### src/rtl/proc_pkg.sv
// Shared types and constants for the 8-bit processor control path.
package proc_pkg;

  typedef enum logic [1:0] {
    FETCH     = 2'd0,
    EXECUTE   = 2'd1,
    WRITEBACK = 2'd2,
    HALT      = 2'd3
  } seq_state_t;

  localparam logic [4:0] OP_ALU_LAST = 5'd21;
  localparam logic [4:0] OP_JMP      = 5'd22;
  localparam logic [4:0] OP_BR_FIRST = 5'd23;
  localparam logic [4:0] OP_BR_LAST  = 5'd29;
  localparam logic [4:0] OP_HALT     = 5'd30;
  localparam logic [4:0] OP_SRST     = 5'd31;

  localparam int unsigned FL_L  = 0;
  localparam int unsigned FL_LE = 1;
  localparam int unsigned FL_E  = 2;
  localparam int unsigned FL_BE = 3;
  localparam int unsigned FL_B  = 4;

endpackage

### src/rtl/branch_cond.sv
// Conditional-skip decision from opcode and comparator flags; zero for non-skip opcodes.
module branch_cond
  import proc_pkg::*;
(
  input  logic [4:0] opcode,
  input  logic [4:0] flags,
  output logic       take
);

  always_comb begin
    take = 1'b0;
    case (opcode)
      OP_BR_FIRST: take = flags[FL_L];
      5'd24:       take = flags[FL_LE];
      5'd25:       take = flags[FL_E];
      5'd26:       take = ~flags[FL_E];
      5'd27:       take = flags[FL_BE];
      5'd28:       take = flags[FL_B];
      OP_BR_LAST:  take = flags[FL_L];
      default:     take = 1'b0;
    endcase
  end

endmodule

### src/rtl/instr_sequencer.sv
// Fetch/execute/writeback sequencer: owns pc, ir and the retired-instruction count.
//   state     | meaning
//   FETCH     | request imem[pc], wait for imem_ready, latch ir
//   EXECUTE   | datapath settles from ir; resolve jump / skip / halt / soft reset
//   WRITEBACK | register-bank write (lebr), pc+1, retire
//   HALT      | parked until resume, then pc+1
module instr_sequencer
  import proc_pkg::*;
#(
  parameter int PC_W    = 8,
  parameter int INSTR_W = 17,
  parameter int CNT_W   = 16
) (
  input  logic               clock,
  input  logic               reset,
  output logic               imem_req,
  output logic [PC_W-1:0]    imem_addr,
  input  logic               imem_ready,
  input  logic [INSTR_W-1:0] imem_data,
  input  logic [4:0]         flags,
  input  logic               resume,
  output logic [INSTR_W-1:0] ir,
  output logic [PC_W-1:0]    pc,
  output logic               lebr,
  output logic               halted,
  output logic [CNT_W-1:0]   retire_cnt
);

  seq_state_t         state_q, state_d;
  logic [PC_W-1:0]    pc_q, pc_d;
  logic [INSTR_W-1:0] ir_q, ir_d;
  logic [CNT_W-1:0]   retire_cnt_q, retire_cnt_d;
  logic               retire;
  logic [4:0]         opcode;
  logic               take;

  assign opcode = ir_q[INSTR_W-1 -: 5];

  branch_cond u_branch_cond (
    .opcode (opcode),
    .flags  (flags),
    .take   (take)
  );

  always_comb begin
    state_d = state_q;
    pc_d    = pc_q;
    ir_d    = ir_q;
    retire  = 1'b0;
    case (state_q)
      FETCH: begin
        if (imem_ready) begin
          ir_d    = imem_data;
          state_d = EXECUTE;
        end
      end
      EXECUTE: begin
        if (opcode <= OP_ALU_LAST) begin
          state_d = WRITEBACK;
        end else begin
          retire  = 1'b1;
          state_d = FETCH;
          case (opcode)
            OP_JMP:  pc_d = PC_W'(ir_q[11:4]);
            OP_HALT: state_d = HALT;
            OP_SRST: pc_d = '0;
            default: pc_d = pc_q + (take ? PC_W'(2) : PC_W'(1));
          endcase
        end
      end
      WRITEBACK: begin
        pc_d    = pc_q + PC_W'(1);
        retire  = 1'b1;
        state_d = FETCH;
      end
      HALT: begin
        if (resume) begin
          pc_d    = pc_q + PC_W'(1);
          state_d = FETCH;
        end
      end
      default: state_d = FETCH;
    endcase
    retire_cnt_d = retire ? retire_cnt_q + CNT_W'(1) : retire_cnt_q;
  end

  always_ff @(posedge clock) begin
    if (reset) begin
      state_q      <= FETCH;
      pc_q         <= '0;
      ir_q         <= '0;
      retire_cnt_q <= '0;
    end else begin
      state_q      <= state_d;
      pc_q         <= pc_d;
      ir_q         <= ir_d;
      retire_cnt_q <= retire_cnt_d;
    end
  end

  // Outputs are decoded straight from the state flop, so lebr still shows in a reset cycle.
  assign imem_req   = (state_q == FETCH);
  assign imem_addr  = pc_q;
  assign lebr       = (state_q == WRITEBACK);
  assign halted     = (state_q == HALT);
  assign ir         = ir_q;
  assign pc         = pc_q;
  assign retire_cnt = retire_cnt_q;

endmodule
### config.mk
export PLATFORM = sky130hd
export DESIGN_NAME = instr_sequencer
export DESIGN_NICKNAME = d
export VERILOG_FILES = /design/src/rtl/proc_pkg.sv /design/src/rtl/branch_cond.sv /design/src/rtl/instr_sequencer.sv
export SDC_FILE = /design/constraint.sdc
export NUM_CORES = 1
export LEC_CHECK = 0
export BUFFER_PORTS_ARGS = -buffer_cell sky130_fd_sc_hd__buf_2
export CAP_MARGIN = 20
export CORE_MARGIN = 2
export CORE_UTILIZATION = 35
export DETAILED_ROUTE_END_ITERATION = 10
export SLEW_MARGIN = 5
export SYNTH_ARGS = -nofsm -noshare
export SYNTH_HDL_FRONTEND = slang
export SYNTH_SLANG_ARGS = --single-unit
### constraint.sdc
create_clock -name clock -period 7.3 [get_ports clock]
set_clock_uncertainty 0.1 [all_clocks]
set_input_delay 1.46 -clock clock [delete_from_list [all_inputs] [get_ports clock]]
set_output_delay 1.46 -clock clock [all_outputs]
set_load 0.005 [all_outputs]
# After elaboration in Yosys (flattened, before gate mapping)
# Cells that the tools add are included.
[totals] register_bits=43 latchBits=0 mem_bits_rw=0 rom_bits=0 word_cells=45 mem_count=0
[classes] n_addsub=3 n_mul=0 div=0 n_lt_le_gt_ge=1 eq_ne=17 shifts=0 muxes=13 bitwise=1 n_reduce_logical=6
[op_table] cell="== test 5 bit (second input constant)" n=10
[op_table] cell="case mux 8 bit (3 select lines)" n=2
[op_table] cell="adder 16 x 1 -> 16 bit (second input constant)" n=1
[op_table] cell="two-way mux 8 bit" n=2
[op_table] cell="two-way mux 2 bit" n=5
[op_table] cell="adder 8 x 1 -> 8 bit (second input constant)" n=1
[op_table] cell="adder 8 x 2 -> 8 bit" n=1
[op_table] cell="case mux 2 bit (4 select lines)" n=1
[op_table] cell="inequality test 2 bit (second input constant)" n=3
[op_table] cell="case mux 1 bit (6 select lines)" n=1
[op_table] cell="less-or-equal comparator 5 bit (second input constant)" n=1
[op_table] cell="== test 2 bit (second input constant)" n=2
[op_table] cell="AND reduction 2 bit" n=2
[op_table] cell="AND reduction 4 bit" n=1
[op_table] cell="nonzero test 3 bit" n=1
[op_table] cell="== test 2 x 1 -> 1 bit (second input constant)" n=1
[op_table] cell="logical NOT 2 bit" n=1
[op_table] cell="inequality test 2 x 1 -> 1 bit (second input constant)" n=1
[op_table] cell="case mux 1 bit (2 select lines)" n=1
[op_table] cell="OR reduction 2 bit" n=1
[op_table] cell="two-way mux 1 bit" n=1
[op_table] cell="NOT 1 bit" n=1

# Depth between registers and ports, before layout
[depth] ltp_word=8 ltp_mapped=13 depth_no_buf=12

# By module
# Synthesis repeated with hierarchy kept, for this count alone.
[hier_totals] cells_unflattened=304 hier_area_um2=2428.6
[by_module_without_submodules] mod="instr_sequencer" n_inst=1 cells_each=294 area_per_inst_um2=2342.2 seq_area_each_um2=860.8
[by_module_without_submodules] mod="branch_cond" n_inst=1 cells_each=10 area_per_inst_um2=86.3 seq_area_each_um2=0.0

# Worst setup path before layout
# No wires, ideal clock.
[synth_path] path_type="input -> register" startpoint="input port flags[4]" endpoint="register pc_q[4] (netlist: imem_addr[4])" arrival_ns=3.558 required_time_ns=7.062 slack_ns=3.504 stages=12 path_buffers=0 cell_sequence="mux2i_1 nor4b_1 a41o_1 o21ai_0 ha_1 inv_1 fa_1 nand3b_1 xnor2_1 a221o_1 o21ai_0 a211oi_1"
[synth_between] elab_chain_len=6
[synth_lines] item="from (decl)" line_no="instr_sequencer.sv:20" rtl="input logic [4:0] flags,"
[synth_lines] item="case mux 1 bit (6 select lines)" line_no="branch_cond.sv:12" rtl="case (opcode)"
[synth_lines] item="two-way mux 2 bit" line_no="instr_sequencer.sv:67" rtl="default: pc_d = pc_q + (take ? PC_W'(2) : PC_W'(1));"
[synth_lines] item="adder 8 x 2 -> 8 bit" line_no="instr_sequencer.sv:67"
[synth_lines] item="case mux 8 bit (3 select lines)" line_no="instr_sequencer.sv:63" rtl="case (opcode)"
[synth_lines] item="two-way mux 8 bit" line_no="instr_sequencer.sv:58" rtl="if (opcode <= OP_ALU_LAST) begin"
[synth_lines] item="case mux 8 bit (3 select lines)" line_no="instr_sequencer.sv:50" rtl="case (state_q)"
[synth_lines] item="to (signal assigned)" line_no="instr_sequencer.sv:95" rtl="pc_q <= pc_d;"
[synth_lines] item="to (decl)" line_no="instr_sequencer.sv:30" rtl="logic [PC_W-1:0] pc_q, pc_d;"
# No other way between the ends. The select of a mux whose other input is x is not followed.
# A chain may end at the register's enable or synchronous reset.

# Worst setup path after layout
# Same ends and word-level chain as after synthesis.

==> results.yml <==
logic_synthesis:
  synth_cells: 297
  synth_seq_area_share: 0.354
  yosys_warnings: 0
  synthFlopType: "dfxtp_1"
  async_flop_share: 0
  synth.ff_latch_count: 43
  syn_avg_cell_area_um2: 8.19
  syn-num-nets: 332
  ys_types: 54
  synth-edff-count: 0
  synth_area_um2: 2430
global_route:
  antenna_found_initial: 0
  first_global_vias: 2127
  grt_max_degree: 44
  grt_util_all_layers: 0.158
  grt.overflow.total: 0
  grt_pass1_wl_mm: 9.78
timing:
  drv_slew: 0
  period_minus_slack_ps: 3840
  fmax_mhz: 260
  timing_hold_violations_final: 0
  fin_crit_sh: 0.527
  rsz0062_at_grt: "no"
  finalSetupViolCount: 0
  setup_ws_ps: 3460
  tns_ps: 0
  relSlewSlack: 0.434
  worst_pin_slew_ps: 849
placed_design:
  place_hpwl_mm: 4.38
  placed_cells: 430
  pre_cts_ws_ps: 3100
  place_congestion: 0.867
  io_buffers: 77
min_path:
  hold_path_depth: 2
  hp-class: "register to register"
  min_from: "ir[3]$_SDFFE_PP0P_"
clock_tree:
  post-cts-setup-buffers: 0
  path_clk_slew_ps: 90
  cts_tree: "built"
  ctsHoldBuffers: 0
  clockBufferDepth: 2
  htree_levels: 2
  clock_sinks: 43
  numCtsBuffers: 5
  clk_latency_ps: 310
  root_buffer: "clkbuf_8"
  ctsResizeCount: 0
setup_path:
  r2r-start: "ir[14]$_SDFFE_PP0P_"
  slowest_delay_ps: 420
  critPathArrivalTime_ps: 3900
  ff2ff_path_depth: 12
  path_max_fanout: 4
  path_cells: "buf_2 -> mux2i_1 -> nor4b_1 -> a41o_1 -> o21ai_0 -> ha_1 -> inv_1 -> fa_1 -> nand3b_1 -> xnor2_1 -> a221o_1 -> o21ai_0 -> a211oi_1"
  worstSetupPathType: "input port to register"
  cp_num_buf_inv: 2
  worst_path_max_delay_cell: "o21ai_0"
  reg2reg_slack_ps: 4070
  crit_path_end: "imem_addr[4]$_SDFFE_PP0P_"
  endpoint_kind: "register"
  crit_start: "flags[4]"
  critical_path_required_ps: 7350
  crit_top_cell: "o21ai_0"
  cp-start-kind: "input port"
  path_depth: 13
  crit_family: "compound AO/OA/AOI/OAI gates"
  r2r-end: "imem_addr[4]$_SDFFE_PP0P_"
floorplan:
  num_io_pins: 78
  die_y_um: 87.3
  rows: 30
  fp.dieArea_um2: 7630
  floorplan.initialDensity: 0.360
  coreArea_um2: 6760
  die_w_um: 87.3
layout:
  drive_gt1_frac: 0.265
  syn2layout_area_growth_pct: 17.7
  num_antenna_cells: 0
  nets: 392
  layout_common_cells: "77 x buf_2, 46 x nand2_1, 43 x dfxtp_1"
  fin_cells: 438
  layout_commonest_cell: "buf_2"
drt:
  drtAntennaViolNets: 0
  post_drt_wl_per_cell_um: 14.0
  drc_errors: 0
  drt_iter0_markers: 109
  wl_mm: 6.13
  drtPass1Iterations: 4
  via_per_inst: 5.31
  vias: 2324
pwr:
  finalPower_w: 0.000569
  leakagePower_nw: 1.21
  p_per_area_nw_per_um2: 199
  ir_worst_vdd_mv: 0.0851
outcome:
  outcome: "finished, final reports clean"
job:
  max_cap_viol_count: 0
synth_stat cells (4+ instances only):
| cell type | n | area, um2 |
|---|---|---|
| buf_4 | 13 | 97.6 |
| a21oi_1 | 26 | 130 |
| nor3_1 | 8 | 40.0 |
| nand3_1 | 6 | 30.0 |
| xnor2_1 | 16 | 140 |
| nor4b_1 | 6 | 52.6 |
| nand4_1 | 6 | 37.5 |
| o21ai_0 | 13 | 65.1 |
| nor2_1 | 24 | 90.1 |
| xor2_1 | 4 | 35.0 |
| dfxtp_1 | 43 | 861 |
| inv_1 | 14 | 52.6 |
| clkbuf_1 | 8 | 30.0 |
| nand2_1 | 46 | 173 |
| ha_1 | 8 | 100 |
sequential cells by signal, indices dropped and copies added (netlist names):
name,cells
ir,17
imem_addr,8
state_q,2
retire_cnt,16
tightest hold or removal path, stage by stage, from the launching register on:
cell,delay (ps)
dfxtp_1,320
nand2_1,50
a21oi_1,50
metal layers:
| layer | share of wire | wire [um] | global-route usage |
|---|---|---|---|
| met5 | 0 | 0 | 0 |
| met4 | 0.011 | 68 | 0.0448 |
| met3 | 0.048 | 291 | 0.0389 |
| met2 | 0.50 | 3040 | 0.275 |
| met1 | 0.44 | 2720 | 0.193 |
worst min-delay path by stage:
stage | end | slack, ps
after floorplan | ir[0]$_SDFFE_PP0P_ | 350
after global placement | ir[1]$_SDFFE_PP0P_ | 340
after detailed placement | ir[3]$_SDFFE_PP0P_ | 350
after CTS | ir[3]$_SDFFE_PP0P_ | 360
after global routing | ir[1]$_SDFFE_PP0P_ | 380
final | ir[3]$_SDFFE_PP0P_ | 360
metrics by stage:
stage / instance area [um2] / hold slack (ps) / util
2_1_floorplan: 2430 / 353 / -
3_3_place_gp: 2770 / 340 / 0.410
3_5_place_dp: 2770 / 348 / 0.410
4_1_cts: 2860 / 361 / 0.424
5_1_grt: 2860 / 383 / 0.424
6_report: 2860 / 358 / 0.424
area by class of cell:
type | count | area [um2]
Timing Repair Buffer | 77 | 385
Clock buffer | 5 | 68.8
Tap cell | 80 | 100
Inverter | 14 | 52.6
Clock inverter | 3 | 23.8
Multi-Input combinational cell | 216 | 1370
Fill cell | 719 | 3890
Sequential cell | 43 | 861
power by group:
part	leakage [nW]	switching, W	internal, W
Sequential	0.350	0.0000246	0.000250
Combinational	0.820	0.0000756	0.0000576
Clock	0.0408	0.0000923	0.0000685
Total	1.21	0.000193	0.000376
cell families (layout without fill, tap and decap cells):
kind of cell	after synthesis	after routing	share of synthesized area
AOI/OAI and AO/OA	65	65	0.179
xor gates and xnor gates	20	20	0.0721
adders and majority gates	9	9	0.0494
buffers and inverters	38	99	0.0823
DFF	43	43	0.354
muxes	2	2	0.00824
and+or+nand+nor	120	120	0.255
(Power assumes the default switching activity.)
